===== config.mk =====
export PLATFORM = sky130hd
export DESIGN_NAME = seg_display_scan
export DESIGN_NICKNAME = d
export VERILOG_FILES = /design/src/rtl/seg_display_scan_pkg.sv /design/src/rtl/seg_display_scan_seg7_decode.sv /design/src/rtl/seg_display_scan.sv
export SDC_FILE = /design/constraint.sdc
export NUM_CORES = 1
export LEC_CHECK = 0
export CAP_MARGIN = 20
export CORE_MARGIN = 1.5
export CORE_UTILIZATION = 50
export CTS_CLUSTER_SIZE = 25
export DETAILED_ROUTE_END_ITERATION = 6
export DONT_BUFFER_PORTS = 1
export PLACE_DENSITY = 0.74
export SETUP_SLACK_MARGIN = 0.05
export SYNTH_ARGS = -nofsm -noshare
export SYNTH_HDL_FRONTEND = slang
export SYNTH_HIERARCHICAL = 1
export SYNTH_SLANG_ARGS = --single-unit

===== constraint.sdc =====
create_clock -name clk -period 2.2 [get_ports clk]
set_clock_uncertainty 0.2 [all_clocks]
set_input_delay 0.44 -clock clk [delete_from_list [all_inputs] [get_ports clk]]
set_output_delay 0.44 -clock clk [all_outputs]
set_load 0.02 [all_outputs]

===== src/rtl/seg_display_scan_pkg.sv =====
// Shared definitions for the multiplexed 7-segment scanner: active-high glyphs
// (bit order g..a), decimal-point bit position and the per-slot scan states.
package seg_display_scan_pkg;

    localparam logic [6:0] GLYPH_0     = 7'h3F;
    localparam logic [6:0] GLYPH_1     = 7'h06;
    localparam logic [6:0] GLYPH_2     = 7'h5B;
    localparam logic [6:0] GLYPH_3     = 7'h4F;
    localparam logic [6:0] GLYPH_4     = 7'h66;
    localparam logic [6:0] GLYPH_5     = 7'h6D;
    localparam logic [6:0] GLYPH_6     = 7'h7D;
    localparam logic [6:0] GLYPH_7     = 7'h07;
    localparam logic [6:0] GLYPH_8     = 7'h7F;
    localparam logic [6:0] GLYPH_9     = 7'h6F;
    localparam logic [6:0] GLYPH_A     = 7'h77;
    localparam logic [6:0] GLYPH_B     = 7'h7C;
    localparam logic [6:0] GLYPH_C     = 7'h39;
    localparam logic [6:0] GLYPH_D     = 7'h5E;
    localparam logic [6:0] GLYPH_E     = 7'h79;
    localparam logic [6:0] GLYPH_F     = 7'h71;
    localparam logic [6:0] GLYPH_BLANK = 7'h00;
    localparam int         DP_BIT      = 7;

    typedef enum logic {
        SCAN_DEAD = 1'b0,
        SCAN_ON   = 1'b1
    } scan_state_e;

endpackage


===== src/rtl/seg_display_scan_seg7_decode.sv =====
// Combinational nibble to active-high 7-segment glyph; A-F blank unless hex_en.
module seg_display_scan_seg7_decode
    import seg_display_scan_pkg::*;
(
    input  logic [3:0] nibble,
    input  logic       hex_en,
    output logic [6:0] glyph
);

    // Glyph lookup; letters are suppressed when hex display is disabled.
    always_comb begin
        glyph = GLYPH_BLANK;
        case (nibble)
            4'h0:    glyph = GLYPH_0;
            4'h1:    glyph = GLYPH_1;
            4'h2:    glyph = GLYPH_2;
            4'h3:    glyph = GLYPH_3;
            4'h4:    glyph = GLYPH_4;
            4'h5:    glyph = GLYPH_5;
            4'h6:    glyph = GLYPH_6;
            4'h7:    glyph = GLYPH_7;
            4'h8:    glyph = GLYPH_8;
            4'h9:    glyph = GLYPH_9;
            4'hA:    glyph = hex_en ? GLYPH_A : GLYPH_BLANK;
            4'hB:    glyph = hex_en ? GLYPH_B : GLYPH_BLANK;
            4'hC:    glyph = hex_en ? GLYPH_C : GLYPH_BLANK;
            4'hD:    glyph = hex_en ? GLYPH_D : GLYPH_BLANK;
            4'hE:    glyph = hex_en ? GLYPH_E : GLYPH_BLANK;
            4'hF:    glyph = hex_en ? GLYPH_F : GLYPH_BLANK;
            default: glyph = GLYPH_BLANK;
        endcase
    end

endmodule


===== src/rtl/seg_display_scan.sv =====
// N-digit multiplexed 7-segment driver: prescaled scan with dead time, frame-atomic
// value updates, leading-zero blanking, per-digit decimal point and blink.
module seg_display_scan
    import seg_display_scan_pkg::*;
#(
    parameter int N_DIGITS       = 4,
    parameter int REFRESH_DIV    = 50000,
    parameter int SLOT_TICKS     = 4,
    parameter int DEAD_TICKS     = 1,
    parameter int BLINK_FRAMES   = 64,
    parameter int SEG_ACTIVE_LOW = 1,
    parameter int AN_ACTIVE_LOW  = 1
)
(
    input  logic                  clk,
    input  logic                  rst_n,
    input  logic [4*N_DIGITS-1:0] digits_in,
    input  logic [N_DIGITS-1:0]   dp_in,
    input  logic [N_DIGITS-1:0]   blink_in,
    input  logic                  load,
    input  logic                  hex_en,
    input  logic                  lz_blank,
    output logic                  upd_pending,
    output logic                  frame_done,
    output logic [7:0]            segment,
    output logic [N_DIGITS-1:0]   an
);

    localparam int PW = (REFRESH_DIV > 1) ? $clog2(REFRESH_DIV) : 1;
    localparam int SW = $clog2(SLOT_TICKS);
    localparam int DW = $clog2(N_DIGITS);
    localparam int BW = (BLINK_FRAMES > 1) ? $clog2(BLINK_FRAMES) : 1;

    localparam logic [PW-1:0]       PRESC_LAST = PW'(REFRESH_DIV - 1);
    localparam logic [SW-1:0]       SLOT_LAST  = SW'(SLOT_TICKS - 1);
    localparam logic [SW-1:0]       DEAD_LIM   = SW'(DEAD_TICKS);
    localparam logic [DW-1:0]       DIG_LAST   = DW'(N_DIGITS - 1);
    localparam logic [BW-1:0]       BLINK_LAST = BW'(BLINK_FRAMES - 1);
    localparam logic [N_DIGITS-1:0] AN_INV     = {N_DIGITS{AN_ACTIVE_LOW != 0}};
    localparam logic [7:0]          SEG_INV    = {8{SEG_ACTIVE_LOW != 0}};
    localparam scan_state_e         STATE_RST  = (DEAD_TICKS > 0) ? SCAN_DEAD : SCAN_ON;

    logic [PW-1:0]         presc_r;
    logic [SW-1:0]         slot_r;
    logic [DW-1:0]         scan_r;
    scan_state_e           state_r;
    logic                  frame_done_r;
    logic [BW-1:0]         frame_cnt_r;
    logic                  blink_phase_r;
    logic [4*N_DIGITS-1:0] act_digits_r;
    logic [N_DIGITS-1:0]   act_dp_r;
    logic [N_DIGITS-1:0]   act_blink_r;
    logic [4*N_DIGITS-1:0] pend_digits_r;
    logic [N_DIGITS-1:0]   pend_dp_r;
    logic [N_DIGITS-1:0]   pend_blink_r;
    logic                  upd_pending_r;
    logic [N_DIGITS-1:0]   an_r;
    logic [7:0]            segment_r;

    logic                  tick_s;
    logic                  slot_wrap_s;
    logic                  boundary_s;
    logic                  boundary_nxt_s;
    logic [PW-1:0]         presc_nxt_s;
    logic [SW-1:0]         slot_nxt_s;
    logic [DW-1:0]         scan_nxt_s;
    logic [DW-1:0]         digit_idx_s;
    logic [3:0]            nibble_s;
    logic [6:0]            glyph_s;
    logic [N_DIGITS-1:0]   lz_mask_s;
    logic                  blank_s;
    logic                  blink_off_s;
    logic [7:0]            seg_int_s;
    logic [N_DIGITS-1:0]   an_int_s;

    // Next-state of the scan counters; the boundary is predicted one cycle
    // early so frame_done can be registered yet coincide with the wrap cycle.
    always_comb begin
        tick_s      = (presc_r == PRESC_LAST);
        presc_nxt_s = tick_s ? {PW{1'b0}} : presc_r + PW'(1'b1);
        slot_wrap_s = tick_s && (slot_r == SLOT_LAST);
        if (slot_wrap_s) begin
            slot_nxt_s = {SW{1'b0}};
        end else if (tick_s) begin
            slot_nxt_s = slot_r + SW'(1'b1);
        end else begin
            slot_nxt_s = slot_r;
        end
        if (slot_wrap_s) begin
            scan_nxt_s = (scan_r == DIG_LAST) ? {DW{1'b0}} : scan_r + DW'(1'b1);
        end else begin
            scan_nxt_s = scan_r;
        end
        boundary_s     = slot_wrap_s && (scan_r == DIG_LAST);
        boundary_nxt_s = (presc_nxt_s == PRESC_LAST) && (slot_nxt_s == SLOT_LAST)
                         && (scan_nxt_s == DIG_LAST);
    end

    // Prescaler, slot/digit scan FSM and frame_done pulse.
    always_ff @(posedge clk or negedge rst_n) begin
        if (!rst_n) begin
            presc_r      <= {PW{1'b0}};
            slot_r       <= {SW{1'b0}};
            scan_r       <= {DW{1'b0}};
            state_r      <= STATE_RST;
            frame_done_r <= 1'b0;
        end else begin
            presc_r      <= presc_nxt_s;
            slot_r       <= slot_nxt_s;
            scan_r       <= scan_nxt_s;
            frame_done_r <= boundary_nxt_s;
            case (state_r)
                SCAN_DEAD: state_r <= (slot_nxt_s < DEAD_LIM) ? SCAN_DEAD : SCAN_ON;
                SCAN_ON:   state_r <= (slot_nxt_s < DEAD_LIM) ? SCAN_DEAD : SCAN_ON;
                default:   state_r <= STATE_RST;
            endcase
        end
    end

    // Shadow/active registers: active only changes at a frame boundary so a
    // frame never mixes two loads; a load on the boundary itself bypasses pending.
    always_ff @(posedge clk or negedge rst_n) begin
        if (!rst_n) begin
            act_digits_r  <= {(4*N_DIGITS){1'b0}};
            act_dp_r      <= {N_DIGITS{1'b0}};
            act_blink_r   <= {N_DIGITS{1'b0}};
            pend_digits_r <= {(4*N_DIGITS){1'b0}};
            pend_dp_r     <= {N_DIGITS{1'b0}};
            pend_blink_r  <= {N_DIGITS{1'b0}};
            upd_pending_r <= 1'b0;
        end else if (load && boundary_s) begin
            act_digits_r  <= digits_in;
            act_dp_r      <= dp_in;
            act_blink_r   <= blink_in;
            upd_pending_r <= 1'b0;
        end else if (load) begin
            pend_digits_r <= digits_in;
            pend_dp_r     <= dp_in;
            pend_blink_r  <= blink_in;
            upd_pending_r <= 1'b1;
        end else if (boundary_s && upd_pending_r) begin
            act_digits_r  <= pend_digits_r;
            act_dp_r      <= pend_dp_r;
            act_blink_r   <= pend_blink_r;
            upd_pending_r <= 1'b0;
        end
    end

    // Blink half-period counter, advanced once per frame.
    always_ff @(posedge clk or negedge rst_n) begin
        if (!rst_n) begin
            frame_cnt_r   <= {BW{1'b0}};
            blink_phase_r <= 1'b0;
        end else if (boundary_s) begin
            if (frame_cnt_r == BLINK_LAST) begin
                frame_cnt_r   <= {BW{1'b0}};
                blink_phase_r <= ~blink_phase_r;
            end else begin
                frame_cnt_r   <= frame_cnt_r + BW'(1'b1);
            end
        end
    end

    seg_display_scan_seg7_decode u_decode (
        .nibble (nibble_s),
        .hex_en (hex_en),
        .glyph  (glyph_s)
    );

    // Leading-zero mask, current digit selection and active-high pixel data.
    always_comb begin
        logic zero_run;
        zero_run = 1'b1;
        for (int k = N_DIGITS - 1; k >= 0; k--) begin
            zero_run     = zero_run & (act_digits_r[4*k +: 4] == 4'h0);
            lz_mask_s[k] = zero_run & (k != 0);
        end
        digit_idx_s = DIG_LAST - scan_r;
        nibble_s    = act_digits_r[{digit_idx_s, 2'b00} +: 4];
        blank_s     = lz_blank & lz_mask_s[digit_idx_s];
        blink_off_s = blink_phase_r & act_blink_r[digit_idx_s];
        if (state_r == SCAN_ON) begin
            an_int_s             = {{(N_DIGITS-1){1'b0}}, 1'b1} << digit_idx_s;
            seg_int_s[6:0]       = (blank_s || blink_off_s) ? GLYPH_BLANK : glyph_s;
            seg_int_s[DP_BIT]    = act_dp_r[digit_idx_s] & ~blink_off_s;
        end else begin
            an_int_s             = {N_DIGITS{1'b0}};
            seg_int_s            = 8'h00;
        end
    end

    // Output registers with board polarity applied.
    always_ff @(posedge clk or negedge rst_n) begin
        if (!rst_n) begin
            an_r      <= AN_INV;
            segment_r <= SEG_INV;
        end else begin
            an_r      <= an_int_s ^ AN_INV;
            segment_r <= seg_int_s ^ SEG_INV;
        end
    end

    assign an          = an_r;
    assign segment     = segment_r;
    assign frame_done  = frame_done_r;
    assign upd_pending = upd_pending_r;

endmodule


==> impl_metrics.toml <==
[synthesis]
synthTopCellsByArea = "dfrtp_1 42%, dfstp_2 6.7%, mux2_2 6.7%"
synth_top_area_share_pct = 41.7
yosysUniqueCellTypes = 61
syn_area_um2 = 4680
yosysWarnings = 6
async_reset_ff_share_pct = 100
yosysSeqAreaShare_pct = 48.4
synthFlopType = "dfrtp_1"
synth-seq-cells = 90
synth_nets = 464
syn_inst = 428
synth_top_cell_by_area = "dfrtp_1"
synth-edff-count = 0
syn_area_per_cell_um2 = 10.9

[power_and_ir_drop]
ir_drop_mv = 0.297
leakage_nw = 2.32
power-per-cell-area_nw_per_um2 = 560

[sta]
fin_crit_sh_pct = 95.6
rsz0062_at_grt = "false"
hold_violations = 90
max-slew-margin-rel_pct = 65.5
timing.hold.ws_ps = -448
setup_viol = 0
drv_slew = 0
setup_ws_ps = 97.2
fmax_mhz = 476
fin_crit_ps = 2100
worst_pin_slew_ps = 518

[worst_setup_path]
critical-path-top-delay-family = "multiplexers"
startpoint_type = "flop"
crit_chain = "buf_6 > mux4_2 > or3_4 > a21boi_2 > a21oi_1 > nand2_1"
slowest_delay_ps = 590
path_buf_inv = 1
rrSetupSlack_ps = 100
crit_type = "flop to flop"
crit_end = "segment[3]"
r2r_start = "scan_r[0]"
crit_fanout = 8
crit_slowest_cell = "mux4_2"
worst_ep_required_time_ps = 2300
cp.depth = 6
startpoint = "scan_r[0]"
cp.arrival_ps = 2210
cp-end-kind = "flop"
regToRegEndpoint = "segment[3]"
rr_worst_depth = 6

[cts]
cts_made_buffers = 9
clock_latency_ps = 360
clkTransAtPathRegs_ps = 100
cts_buffer_depth = 2
cts_sinks = 90
cts_tree = "done"
cts-htree-levels = 3
root_buffer = "clkbuf_8"

[global_route]
grt_usage_pct = 22.1
overflow = 0
grt_max_degree = 91
antenna_found_initial = 0
grt_pass1_wl_um = 17400
grt_pass1_vias = 3529

[placement]
dpl.hpwl_um = 6800
pre_cts_ws_ps = -1.26
placed_area_um2 = 5030
place.gp.congestion = 0.913
io_buffer_count = 0

[routing]
wl_um = 10500
drt_iter0_markers = 248
drtPass1Iterations = 5
viasPerCell = 5.97
drc = 0
wl_per_cell_um = 17.9
ant_nets = 0
dr_total_vias = 3501

[floorplan]
initial_core_util_pct = 51.1
die_x_um = 99.7
core.rowCount = 35
die-area_um2 = 9950
core_region_area_um2 = 9150
num_io_pins = 43
die_y_um = 99.7

[layout]
syn_to_final_growth_pct = 17.2
final_common_cell = "dfrtp_1"
drive_above_1_share_pct = 30.1
layout_common_cells = "74 x dfrtp_1, 40 x buf_4, 37 x nand2_1"
fin_area_um2 = 5490
layout.nets = 506
antenna_cells = 0
fillers = 717

[job]
cap_violations = 0

[status]
outcome = "complete, but fails checks"
violations = "negative hold slack"

[worst_hold_path]
hp-class = "input pin to async pin"
stage by stage:
| stage | std cells | setup TNS (ps) | utilization, % | total power, mW | hold WS [ps] |
|---|---|---|---|---|---|
| 2_1_floorplan | 428 | -1510 | - | 1.96 | -55.6 |
| 3_3_place_gp | 548 | 0 | 55.0 | 1.98 | -53.8 |
| 3_5_place_dp | 548 | -1.26 | 55.0 | 1.99 | -53.7 |
| 4_1_cts | 578 | 0 | 58.7 | 3.09 | -465 |
| 5_1_grt | 586 | 0 | 59.9 | 3.21 | -472 |
| 6_report | 586 | 0 | 59.9 | 3.07 | -448 |
where the power goes:
part	internal (mW)	total [mW]	switching, mW
registers	1.71	1.75	0.0381
clock network	0.439	1.08	0.641
logic	0.146	0.239	0.0931
Yosys cell counts (9+ instances only):
master     count
dfrtp_1       78
nand2_1       38
nor2_1        30
mux2_2        28
a31oi_1       24
o2bb2ai_1     16
and2_1        15
clkbuf_1      12
dfstp_2       12
nand3_1       12
xnor2_1       11
a21oi_1       10
o21ai_0       10
and3_1         9
inv_1          9
nor3_1         9
sequential cells by signal (all words and copies together), names as in the netlist:
register and count:
act_blink_r 4, act_digits_r 16, act_dp_r 4, an 4, blink_phase_r 1, frame_cnt_r 6
frame_done 1, pend_blink_r 4, pend_digits_r 16, pend_dp_r 4, presc_r 16, scan_r 2
segment 8, slot_r 2, state_r 1, upd_pending 1
cell type report:
class                   instances  area [um^2]  share of cell area [%]
flip-flops and latches         90         2270                    41.4
clock buffers                  10          128                    2.33
inverters                       9         33.8                   0.616
repair buffers                 56          482                    8.78
multi-input cells             304         2370                    43.3
clock inverters                 6         57.6                    1.05
well taps                     111          139                    2.53
cells by family (layout without fill, tap and decap cells):
| family | count (synthesis) | after routing | share of synthesized area (%) |
|---|---|---|---|
| xor+xnor | 18 | 18 | 3.53 |
| fa+ha+maj | 7 | 7 | 1.87 |
| buf+inv | 37 | 81 | 4.60 |
| simple gates | 154 | 156 | 18.3 |
| flops | 90 | 90 | 48.4 |
| compound gates | 86 | 86 | 13.2 |
| mux | 36 | 37 | 10.1 |
routing by layer:
layer | vias to the layer above | wire [um] | global-route usage (%)
met1 | 1748 | 4660 | 30.3
met5 | - | 0 | 0
met4 | 0 | 170 | 8.78
met3 | 16 | 576 | 2.95
met2 | 104 | 5110 | 35.8
li1 | 1633 | - | -
how the worst min path moves through the flow:
stage / startpoint / endpoint / slack, ps / cells past startpoint
3_5_place_dp: rst_n / pend_digits_r[11] / -50 / 0
2_1_floorplan: rst_n / act_blink_r[0] / -60 / 0
4_1_cts: rst_n / pend_digits_r[11] / -470 / 0
3_3_place_gp: rst_n / pend_digits_r[9] / -50 / 0
6_report: rst_n / pend_digits_r[9] / -450 / 0
5_1_grt: rst_n / pend_digits_r[11] / -470 / 0
timing repair:
action	in CTS	in global routing
cloned	1	2
resized for setup	2	12
buffers inserted	4	2
pin swaps	2	3
setup endpoints to repair	5	34
hold buffers	9	4
endpoints found under the hold margin	99	94
(Power assumes the default switching activity.)
